`src/rtl/serial_adder_if.sv`:
```
// Handshake and operand/result bundle for the bit-serial adder.
interface serial_adder_if #(parameter int WIDTH = 8);
  logic             start;
  logic [WIDTH-1:0] a;
  logic [WIDTH-1:0] b;
  logic             cin;
  logic             busy;
  logic             done;
  logic [WIDTH-1:0] sum;
  logic             cout;
  logic             ovf;

  modport master (output start, a, b, cin,
                  input  busy, done, sum, cout, ovf);
  modport slave  (input  start, a, b, cin,
                  output busy, done, sum, cout, ovf);
endinterface

```
`src/rtl/serial_adder.sv`:
```
// Bit-serial adder: one full-adder stage plus a carry flop, LSB first,
// WIDTH cycles per add, result collected into a registered sum.
module serial_adder #(
  parameter int WIDTH = 8
) (
  input logic           clk,
  input logic           rst,
  serial_adder_if.slave bus
);

  // state | meaning
  // IDLE  | waiting for start, last result held
  // RUN   | one operand bit added per cycle
  // DONE  | result valid, done pulse high
  typedef enum logic [1:0] {IDLE = 2'd0, RUN = 2'd1, DONE = 2'd2} state_t;

  localparam int CW = (WIDTH > 1) ? $clog2(WIDTH) : 1;
  localparam logic [CW-1:0] LAST = CW'(WIDTH - 1);

  state_t           state_q;
  logic [WIDTH-1:0] a_q;
  logic [WIDTH-1:0] b_q;
  logic [WIDTH-1:0] sum_q;
  logic             carry_q;
  logic [CW-1:0]    cnt_q;
  logic             busy_q;
  logic             done_q;
  logic             cout_q;
  logic             ovf_q;

  logic fa_f;
  logic fa_co;

  assign fa_f  = a_q[0] ^ b_q[0] ^ carry_q;
  assign fa_co = (a_q[0] & b_q[0]) | (a_q[0] & carry_q) | (b_q[0] & carry_q);

  always_ff @(posedge clk) begin
    if (rst) begin
      state_q <= IDLE;
      a_q     <= '0;
      b_q     <= '0;
      sum_q   <= '0;
      carry_q <= 1'b0;
      cnt_q   <= '0;
      busy_q  <= 1'b0;
      done_q  <= 1'b0;
      cout_q  <= 1'b0;
      ovf_q   <= 1'b0;
    end else begin
      case (state_q)
        IDLE: begin
          done_q <= 1'b0;
          if (bus.start) begin
            a_q     <= bus.a;
            b_q     <= bus.b;
            carry_q <= bus.cin;
            cnt_q   <= '0;
            busy_q  <= 1'b1;
            state_q <= RUN;
          end
        end
        RUN: begin
          sum_q[cnt_q] <= fa_f;
          carry_q      <= fa_co;
          a_q          <= {1'b0, a_q[WIDTH-1:1]};
          b_q          <= {1'b0, b_q[WIDTH-1:1]};
          // carry_q here is the carry into the MSB on the final bit
          if (cnt_q == LAST) begin
            cout_q  <= fa_co;
            ovf_q   <= carry_q ^ fa_co;
            busy_q  <= 1'b0;
            done_q  <= 1'b1;
            state_q <= DONE;
          end else begin
            cnt_q <= cnt_q + CW'(1);
          end
        end
        DONE: begin
          done_q  <= 1'b0;
          state_q <= IDLE;
        end
        default: state_q <= IDLE;
      endcase
    end
  end

  assign bus.busy = busy_q;
  assign bus.done = done_q;
  assign bus.sum  = sum_q;
  assign bus.cout = cout_q;
  assign bus.ovf  = ovf_q;

endmodule

```
`src/flat_wrapper.sv`:
```
// flat-port wrapper written by rule: the top's interface ports become plain ports
module serial_adder_flat 
#(
  parameter int WIDTH = 8
)
  (clk, rst, bus_start, bus_a, bus_b, bus_cin, bus_busy, bus_done, bus_sum, bus_cout, bus_ovf);
  serial_adder_if #(.WIDTH(WIDTH)) bus_i ();
  input logic clk;
  input logic rst;
  input wire logic [$bits(bus_i.start)-1:0] bus_start;
  input wire logic [$bits(bus_i.a)-1:0] bus_a;
  input wire logic [$bits(bus_i.b)-1:0] bus_b;
  input wire logic [$bits(bus_i.cin)-1:0] bus_cin;
  output wire logic [$bits(bus_i.busy)-1:0] bus_busy;
  output wire logic [$bits(bus_i.done)-1:0] bus_done;
  output wire logic [$bits(bus_i.sum)-1:0] bus_sum;
  output wire logic [$bits(bus_i.cout)-1:0] bus_cout;
  output wire logic [$bits(bus_i.ovf)-1:0] bus_ovf;
  assign bus_i.start = bus_start;
  assign bus_i.a = bus_a;
  assign bus_i.b = bus_b;
  assign bus_i.cin = bus_cin;
  assign bus_busy = bus_i.busy;
  assign bus_done = bus_i.done;
  assign bus_sum = bus_i.sum;
  assign bus_cout = bus_i.cout;
  assign bus_ovf = bus_i.ovf;
  serial_adder #(.WIDTH(WIDTH)) u_core (.clk(clk), .rst(rst), .bus(bus_i));
endmodule
```
`config.mk`:
```
export PLATFORM = sky130hd
export DESIGN_NAME = serial_adder_flat
export DESIGN_NICKNAME = d
export VERILOG_FILES = /design/src/rtl/serial_adder_if.sv /design/src/rtl/serial_adder.sv /design/src/flat_wrapper.sv
export SDC_FILE = /design/constraint.sdc
export NUM_CORES = 1
export LEC_CHECK = 0
export ABC_AREA = 0
export BUFFER_PORTS_ARGS = -buffer_cell sky130_fd_sc_hd__buf_2
export CORE_MARGIN = 3
export CORE_UTILIZATION = 45
export CTS_BUF_LIST = sky130_fd_sc_hd__clkbuf_2 sky130_fd_sc_hd__clkbuf_4 sky130_fd_sc_hd__clkbuf_8
export DETAILED_ROUTE_END_ITERATION = 7
export GPL_TIMING_DRIVEN = 0
export HOLD_SLACK_MARGIN = 0.02
export PLACE_DENSITY = 0.76
export SLEW_MARGIN = 40
export SYNTH_ARGS = -nofsm -noshare
export SYNTH_HDL_FRONTEND = slang
export SYNTH_SLANG_ARGS = --single-unit
```
`constraint.sdc`:
```
create_clock -name clk -period 1.5 [get_ports clk]
set_input_delay 0.15 -clock clk [delete_from_list [all_inputs] [get_ports clk]]
set_output_delay 0.15 -clock clk [all_outputs]
set_load 0.01 [all_outputs]
```
==> results of run 1 <==
## final timing paths
kind	endpoint	cells after the start
max reg2reg	u_core.bus.sum[4]	3
min	u_core.b_q[7]	3
max	u_core.bus.sum[4]	3
min reg2reg	u_core.bus.cout	2
## critical path, delay by kind of cell (launching register included)
kind | cells | cell delay (ns)
AND/OR/NAND/NOR | 1 | 0.18
flip-flops | 1 | 0.35
multiplexers | 1 | 0.18
adder cells (fa/ha/maj) | 1 | 0.59
## cell usage in the layout (no fill, tap or decap), drive strengths merged, types with 2 or more instances in the layout
cell / instances
a211oi: 15
a21oi: 19
a22oi: 2
a31oi: 3
buf: 41
clkbuf: 13
dfxtp: 34
ha: 2
inv: 2
mux2i: 7
nand2: 22
nand2b: 9
nand3: 11
nand3b: 3
nor2: 20
nor2b: 2
nor3b: 3
o21bai: 2
## per-layer routing
metal	share of wire [%]	vias to the layer above	wire, um
met5	0	-	0
li1	-	709	-
met3	6.5	5	220
met4	1.4	0	46
met1	47	655	1576
met2	45	34	1517
## sequential cells by signal, indices dropped and copies added (netlist names)
name             cells
u_core.bus.ovf       1
u_core.bus.done      1
u_core.bus.sum       8
u_core.carry_q       1
u_core.a_q           8
u_core.state_q       2
u_core.bus.cout      1
u_core.cnt_q         3
u_core.bus.busy      1
u_core.b_q           8
## final cells by class
cell class / instances / area [um^2] / share of cell area, %
Multi-Input combinational cell: 129 / 850.8 / 44.39
Sequential cell: 34 / 680.7 / 35.51
Timing Repair Buffer: 31 / 155.1 / 8.094
Buffer: 16 / 101.3 / 5.287
Clock buffer: 7 / 58.81 / 3.068
Tap cell: 46 / 57.56 / 3.003
Inverter: 2 / 7.507 / 0.3916
Clock inverter: 1 / 5.005 / 0.2611
## metrics by stage
step | area (um^2) | hold WS, ns | util, %
CTS | 1916 | 0.03703 | 56.08
global route | 1917 | 0.03219 | 56.12
floorplan | 1639 | 0.2910 | -
finish | 1917 | 0.04959 | 56.12
global placement | 1852 | 0.3953 | 54.21
detailed placement | 1852 | 0.4136 | 54.21
## where the power goes
part	internal, uW	leakage [uW]	switching (uW)
Combinational	128	0.000516	164
Sequential	951	0.000279	29.5
Clock	245	0.0000387	302
## cell families (layout without fill, tap and decap cells)
group                    after synthesis  after routing  share of synthesized area (%)
flip-flops                            34             34                          41.53
AND/OR/NAND/NOR                       73             73                          21.68
XOR/XNOR                               1              1                         0.5344
AO/OA/AOI/OAI                         45             45                          22.37
multiplexers                           7              7                          4.275
buffers and inverters                 19             57                          6.870
adder cells (fa/ha/maj)                3              3                          2.748
==> results.toml, run 1 <==
[run_status]
outcome = "completed"

[global_routing]
track_usage_pct = 17.29
grt_pass1_wl_um = 5823
grt_pass1_vias = 1299
met2_usage_pct = 25.28
top_usage_layer = "met2"
grt_use_met3_pct = 6.973
overflow = 0
antenna_found_initial = 0
grt_max_degree = 11
use_met1_pct = 23.12

[worst_setup_path]
end_kind = "register"
path_max_fanout = 7
critPathLaunchType = "register"
arrival_ns = 1.63
rr_startpoint = "u_core.carry_q"
r2r_slack_ns = 0.15
cp.required_ns = 1.77
crit_type = "reg2reg"
critPathLaunch = "u_core.carry_q"
critical-path-slowest-cell = "fa_1"
slowest_delay_ns = 0.59
path_cells = "fa_1 > nand2b_1 > mux2i_1"

[logic_synthesis]
yosysMostFrequentCell = "dfxtp_1"
yosys_most_used_dff = "dfxtp_1"
seq_area_frac_synth_pct = 41.53
yosysTopAreaCellShare_pct = 41.53
syn-cell-area_um2 = 1639
synthTopCellsByCount = "dfxtp_1, nand2_1, nor2_1, a21oi_1, a211oi_2"
netlist_instances = 182
synthesis.nets = 205
synthTopCellsByArea = "dfxtp_1, a211oi_2, a21oi_1"
synth_edf_count = 0
synth_cell_types = 32
ys_async_sr_fraction_pct = 0
yosysTopAreaCell = "dfxtp_1"
syn_avg_cell_area_um2 = 9.006
ys_warn_count = 0
synth-seq-cells = 34

[placement]
dp_hpwl_um = 2365
routabilityCongestion = 0.7364
portBuffers = 31
dp_cells = 259
dp_slack_ns = 0.04331

[routing]
route.vias.total = 1403
drt_wl_total_um = 3361
via_per_inst = 5.274
routedWlPerCell_um = 12.64
firstDrtPassIters = 4
ant_nets = 0
drt_iter0_markers = 57
drc = 0

[sta]
rsz0062_at_grt = "no"
max_freq_mhz = 738.5
setup_ws_ns = 0.1459
setup_tns_ns = 0
min_period_ns = 1.354
hold_viol = 0
fin_crit_sh_pct = 90.28
worst_pin_slew_ns = 0.4548
skew_ns = 0.009162
slew-limit-headroom_pct = 69.68
finalSetupViolations = 0
final_max_slew_viol_count = 0

[cts]
ctsResizeCount = 0
clock_latency_ns = 0.34
clk_path_buf_depth = 2
numCtsBuffers = 5
cts_tree = "yes"
cts_sinks = 34
cts.clk_slew.worst_paths_ns = 0.10
htreeDepth = 2
clock-root-buffer = "clkbuf_4"
post_cts_buffers = 0
cts_hold_buf = 0

[layout]
nNetsFinal = 242
nFillCells = 340
fin_cells = 266
syn_to_final_growth_pct = 16.95
antenna_cells = 0
drive_above_1_share_pct = 31.36

[die]
dieArea_um2 = 4402
start_util_pct = 47.99
std_cell_rows = 21
io_pins = 32
core_area_um2 = 3416
die_x_um = 66.35
die_h_um = 66.35

[run]
drv_cap = 0

[power]
power.total_uw = 1820
p_per_area_nw_per_um2 = 949.4
p_leak_uw = 0.0008337
vdd_drop_max_v = 0.0008943

[min_path]
holdCritPathClass = "in2reg"
hold_start = "bus_b[7]"
(Power assumes the default switching activity.)
==> run 2: changes to the inputs <==
- ABC_AREA: 0 -> 1
- PLACE_DENSITY: 0.76 -> 0.67
- clock period: 1.5 -> 1.66 ns (I/O delays scaled with it)
==> results.toml, run 2 <==
[run_status]
outcome = "completed"

[sta]
setup_tns_ns = 0
worst_pin_slew_ns = 0.4225
final_max_slew_viol_count = 0
rsz0062_at_grt = "no"
skew_ns = 0.008531
finalSetupViolations = 0
max_freq_mhz = 731.6
setup_ws_ns = 0.2932
fin_crit_sh_pct = 82.34
min_period_ns = 1.367
hold_viol = 0
slew-limit-headroom_pct = 71.84

[placement]
dp_cells = 313
dp_slack_ns = 0.2984
dp_hpwl_um = 2421
routabilityCongestion = 0.7648
placed_area_um2 = 1800
portBuffers = 31

[logic_synthesis]
synthesis.nets = 261
netlist_instances = 238
syn_avg_cell_area_um2 = 6.682
synthTopCellsByArea = "dfxtp_1, nand2_1, nor2_1"
seq_area_frac_synth_pct = 42.80
synth_cell_types = 20
yosysTopAreaCellShare_pct = 42.80
synth_edf_count = 0
yosysMostFrequentCell = "nand2_1"
syn-cell-area_um2 = 1590
yosys_most_used_dff = "dfxtp_1"
ys_async_sr_fraction_pct = 0
yosysTopAreaCell = "dfxtp_1"
synth-seq-cells = 34
synthTopCellsByCount = "nand2_1, nor2_1, dfxtp_1, inv_1, o21ai_0"
ys_warn_count = 0

[layout]
seqCellArea_um2 = 680.7
syn_to_final_growth_pct = 16.52
antenna_cells = 0
drive_above_1_share_pct = 18.48
mostFrequentLayoutCells = "nand2_1, nor2_1, dfxtp_1, buf_2"
fin_cells = 320
layout_commonest_cell = "nand2_1"
nFillCells = 348
stdcell_area_um2 = 1853
multiInputGateArea_um2 = 780.7
nNetsFinal = 299

[cts]
cts.clk_slew.worst_paths_ns = 0.10
clock-root-buffer = "clkbuf_4"
cts_sinks = 34
numCtsBuffers = 5
clock_latency_ns = 0.33
ctsResizeCount = 0
post_cts_buffers = 0
cts_tree = "yes"
htreeDepth = 2
clk_path_buf_depth = 2
cts_hold_buf = 0

[worst_setup_path]
critPathLaunchType = "register"
arrival_ns = 1.59
end_kind = "register"
path_max_fanout = 8
crit_type = "reg2reg"
cp.required_ns = 1.89

[die]
core_area_um2 = 3203
io_pins = 32
die_h_um = 65.45
die_x_um = 65.45
start_util_pct = 49.65
std_cell_rows = 20
dieArea_um2 = 4283

[routing]
routedWlPerCell_um = 10.50
drc = 0
via_per_inst = 4.619
ant_nets = 0
firstDrtPassIters = 4
drt_wl_total_um = 3359
route.vias.total = 1478
drt_iter0_markers = 53

[power]
power.total_uw = 1602
p_per_area_nw_per_um2 = 864.6
p_leak_uw = 0.0009425
vdd_drop_max_v = 0.0005784

[global_routing]
overflow = 0
antenna_found_initial = 0
grt_pass1_vias = 1342
grt_max_degree = 11
track_usage_pct = 17.30
grt_pass1_wl_um = 5692

[run]
drv_cap = 0

[min_path]
holdCritPathClass = "in2reg"
==> run 2: changes by cell type after synthesis, sizes merged, moves of 12 or more <==
cell,before,now
nor2,20,56
a211oi,15,0
inv,2,17
nand2,22,79
a21oi,19,7
o21ai,1,18
==> run 2: final timing paths <==
check | startpoint | end | slack [ns] | depth (start not counted)
worst max-delay path | u_core.carry_q | u_core.bus.sum[6] | 0.29 | 5
worst min-delay path | rst | u_core.cnt_q[1] | 0.07 | 2
worst max register to register | u_core.carry_q | u_core.bus.sum[6] | 0.29 | 5
worst min register to register | u_core.bus.busy | u_core.bus.busy | 0.47 | 2
==> run 2: where the power goes <==
part | internal, uW | leakage (uW) | switching, uW | total, uW
clock | 192 | 0.0000322 | 258 | 450
combinational | 103 | 0.000631 | 161 | 264
sequential | 862 | 0.000279 | 26.5 | 888
==> run 2: layer usage <==
metal	wire length, um	GRT usage [%]	part of all wire (%)	up-vias
met5	0	0	0	-
met4	41	6.218	1.2	0
met3	156	6.154	4.6	4
met2	1482	27.94	44	24
met1	1679	21.17	50	637
li1	-	-	-	813
==> run 2: cells by family (layout without fill, tap and decap cells) <==
kind of cell               count (synthesis)  in the layout  share of synthesized area [%]
and+or+nand+nor                          149            149                          37.61
DFF                                       34             34                          42.80
buffers and inverters                     26             64                          8.103
AOI/OAI and AO/OA                         25             25                          8.104
adders and majority gates                  3              3                          2.832
xor gates and xnor gates                   1              1                         0.5508
==> run 2: cell type report <==
| class | count | share of cell area (%) |
|---|---|---|
| Buffer | 9 | 3.511 |
| Clock buffer | 7 | 2.836 |
| Inverter | 17 | 3.444 |
| Multi-Input combinational cell | 178 | 42.13 |
| Sequential cell | 34 | 36.73 |
| Tap cell | 44 | 2.971 |
| Timing Repair Buffer | 31 | 8.373 |
==> run 2: stage by stage <==
step           hold WS, ns  util (%)
2_1_floorplan       0.2351         -
3_3_place_gp        0.4231     56.21
3_5_place_dp        0.4295     56.21
4_1_cts            0.05967     57.85
5_1_grt            0.05519     57.85
6_report           0.07351     57.85
==> run 2: worst max-delay path, stage by stage (launching register included) <==
cell and delay [ns]:
dfxtp_1 0.35, fa_1 0.47, inv_1 0.21, nand3_1 0.11, nand2_1 0.07, nor2_1 0.04
==> run 3: changes to the inputs <==
- PLACE_DENSITY: 0.67 -> 0.7
- clock period: 1.66 -> 1.1 ns (I/O delays scaled with it)
==> results.toml, run 3 (synthesis results as in run 2) <==
[die]
core_area_um2 = 3203
start_util_pct = 49.65
io_pins = 32
die_x_um = 65.45
std_cell_rows = 20
die_h_um = 65.45
dieArea_um2 = 4283

[global_routing]
overflow = 0
grt_pass1_vias = 1409
grt_pass1_wl_um = 6348
antenna_found_initial = 0
grt_max_degree = 11
track_usage_pct = 19.67

[worst_setup_path]
end_kind = "register"
rr_worst_depth = 5
critPathLaunchType = "register"
crit_type = "reg2reg"
path_cells = "fa_2 > inv_4 > nand3_2 > nand2_1 > nor2_1"
arrival_ns = 1.57
slowest_delay_ns = 0.59
path_max_fanout = 8
critical-path-slowest-cell = "fa_2"
cp.required_ns = 1.39

[cts]
cts_sinks = 34
cts.clk_slew.worst_paths_ns = 0.10
numCtsBuffers = 5
clk_path_buf_depth = 2
clock-root-buffer = "clkbuf_4"
cts_tree = "yes"
htreeDepth = 2
clock_latency_ns = 0.35

[routing]
drt_wl_total_um = 4113
drt_iter0_markers = 135
drc = 0
ant_nets = 0
via_per_inst = 4.911
firstDrtPassIters = 4
route.vias.total = 1655
routedWlPerCell_um = 12.20

[layout]
mostFrequentLayoutCells = "nand2_1, nor2_1, buf_2, dfxtp_1, o21ai_0"
final_util_pct = 69.84
nNetsFinal = 315
drive_above_1_share_pct = 35.15
layout_commonest_cell = "nand2_1"
antenna_cells = 0
syn_to_final_growth_pct = 40.68

[run_status]
violations = "negative setup slack"
outcome = "complete, but fails checks"

[sta]
finalSetupViolations = 29
worst_pin_slew_ns = 0.4895
slew-limit-headroom_pct = 67.37
min_period_ns = 1.282
setup_tns_ns = -3.349
fin_crit_sh_pct = 116.6
hold_viol = 0
max_freq_mhz = 779.9
final_max_slew_viol_count = 0
setup_ws_ns = -0.1822
rsz0062_at_grt = "yes"
skew_ns = 0.01131
hold_ws_ns = 0.06287

[placement]
portBuffers = 31
routabilityCongestion = 0.7520
dp_hpwl_um = 2398

[min_path]
holdCritPathClass = "in2reg"
hold_depth = 5

[power]
vdd_drop_max_v = 0.0008281
p_per_area_nw_per_um2 = 1198
p_leak_uw = 0.001094

[run]
drv_cap = 0
-- run 3: report_power, final --
group          switching, uW  leakage (uW)  total [uW]  internal (uW)
Sequential              43.3      0.000283        1340           1300
Combinational            316      0.000772         573            257
Clock                    429     0.0000387         763            334
Total                    788       0.00109        2680           1890
-- run 3: layout make-up --
cell class	instances	area [um^2]
clock inverters	1	5.005
clock buffers	7	58.81
fillers	288	965.9
well taps	44	55.05
flip-flops and latches	34	695.7
repair buffers	47	316.6
multi-input cells	178	938.4
plain buffers	9	88.84
inverters	17	78.83
-- run 3: worst max-delay path: cells and delay by family (launching register included) --
family                     cells  cell delay, ns
buffers and inverters          1            0.06
and+or+nand+nor                3            0.22
DFF                            1            0.35
adders and majority gates      1            0.59
-- run 3: metal layers --
metal | vias to the layer above | GRT usage [%] | wire length (um)
li1 | 851 | - | -
met1 | 739 | 24.87 | 1820
met2 | 57 | 31.10 | 1933
met3 | 8 | 4.786 | 278
met4 | 0 | 9.845 | 80
met5 | - | 0 | 0
-- run 3: stage by stage --
stage                     power, uW  worst slack, ns  instances  area, um^2
after global placement         1768          -0.1606        313        1813
after detailed placement       1773          -0.1636        313        1813
after global routing           2817          -0.2936        337        2237
final                          2680          -0.1822        337        2237
after floorplan                1654         -0.07187        238        1603
after CTS                      2653          -0.1648        335        2141
-- run 3: final timing paths --
path / start / to / slack (ns)
hold / removal: bus_b[3] / u_core.b_q[3] / 0.06
setup reg to reg: u_core.a_q[0] / u_core.bus.sum[0] / -0.18
hold reg to reg: u_core.bus.busy / u_core.bus.busy / 0.47
setup / recovery: u_core.a_q[0] / u_core.bus.sum[0] / -0.18
-- run 3: timing repair --
action | CTS | global route
resized for setup | 37 | 26
gates cloned | 2 | 1
setup buffers | 9 | 1
setup endpoints to repair | 29 | 32
hold buffers | 3 | 0
hold endpoints to repair | 5 | 0
pin swaps | 11 | 16
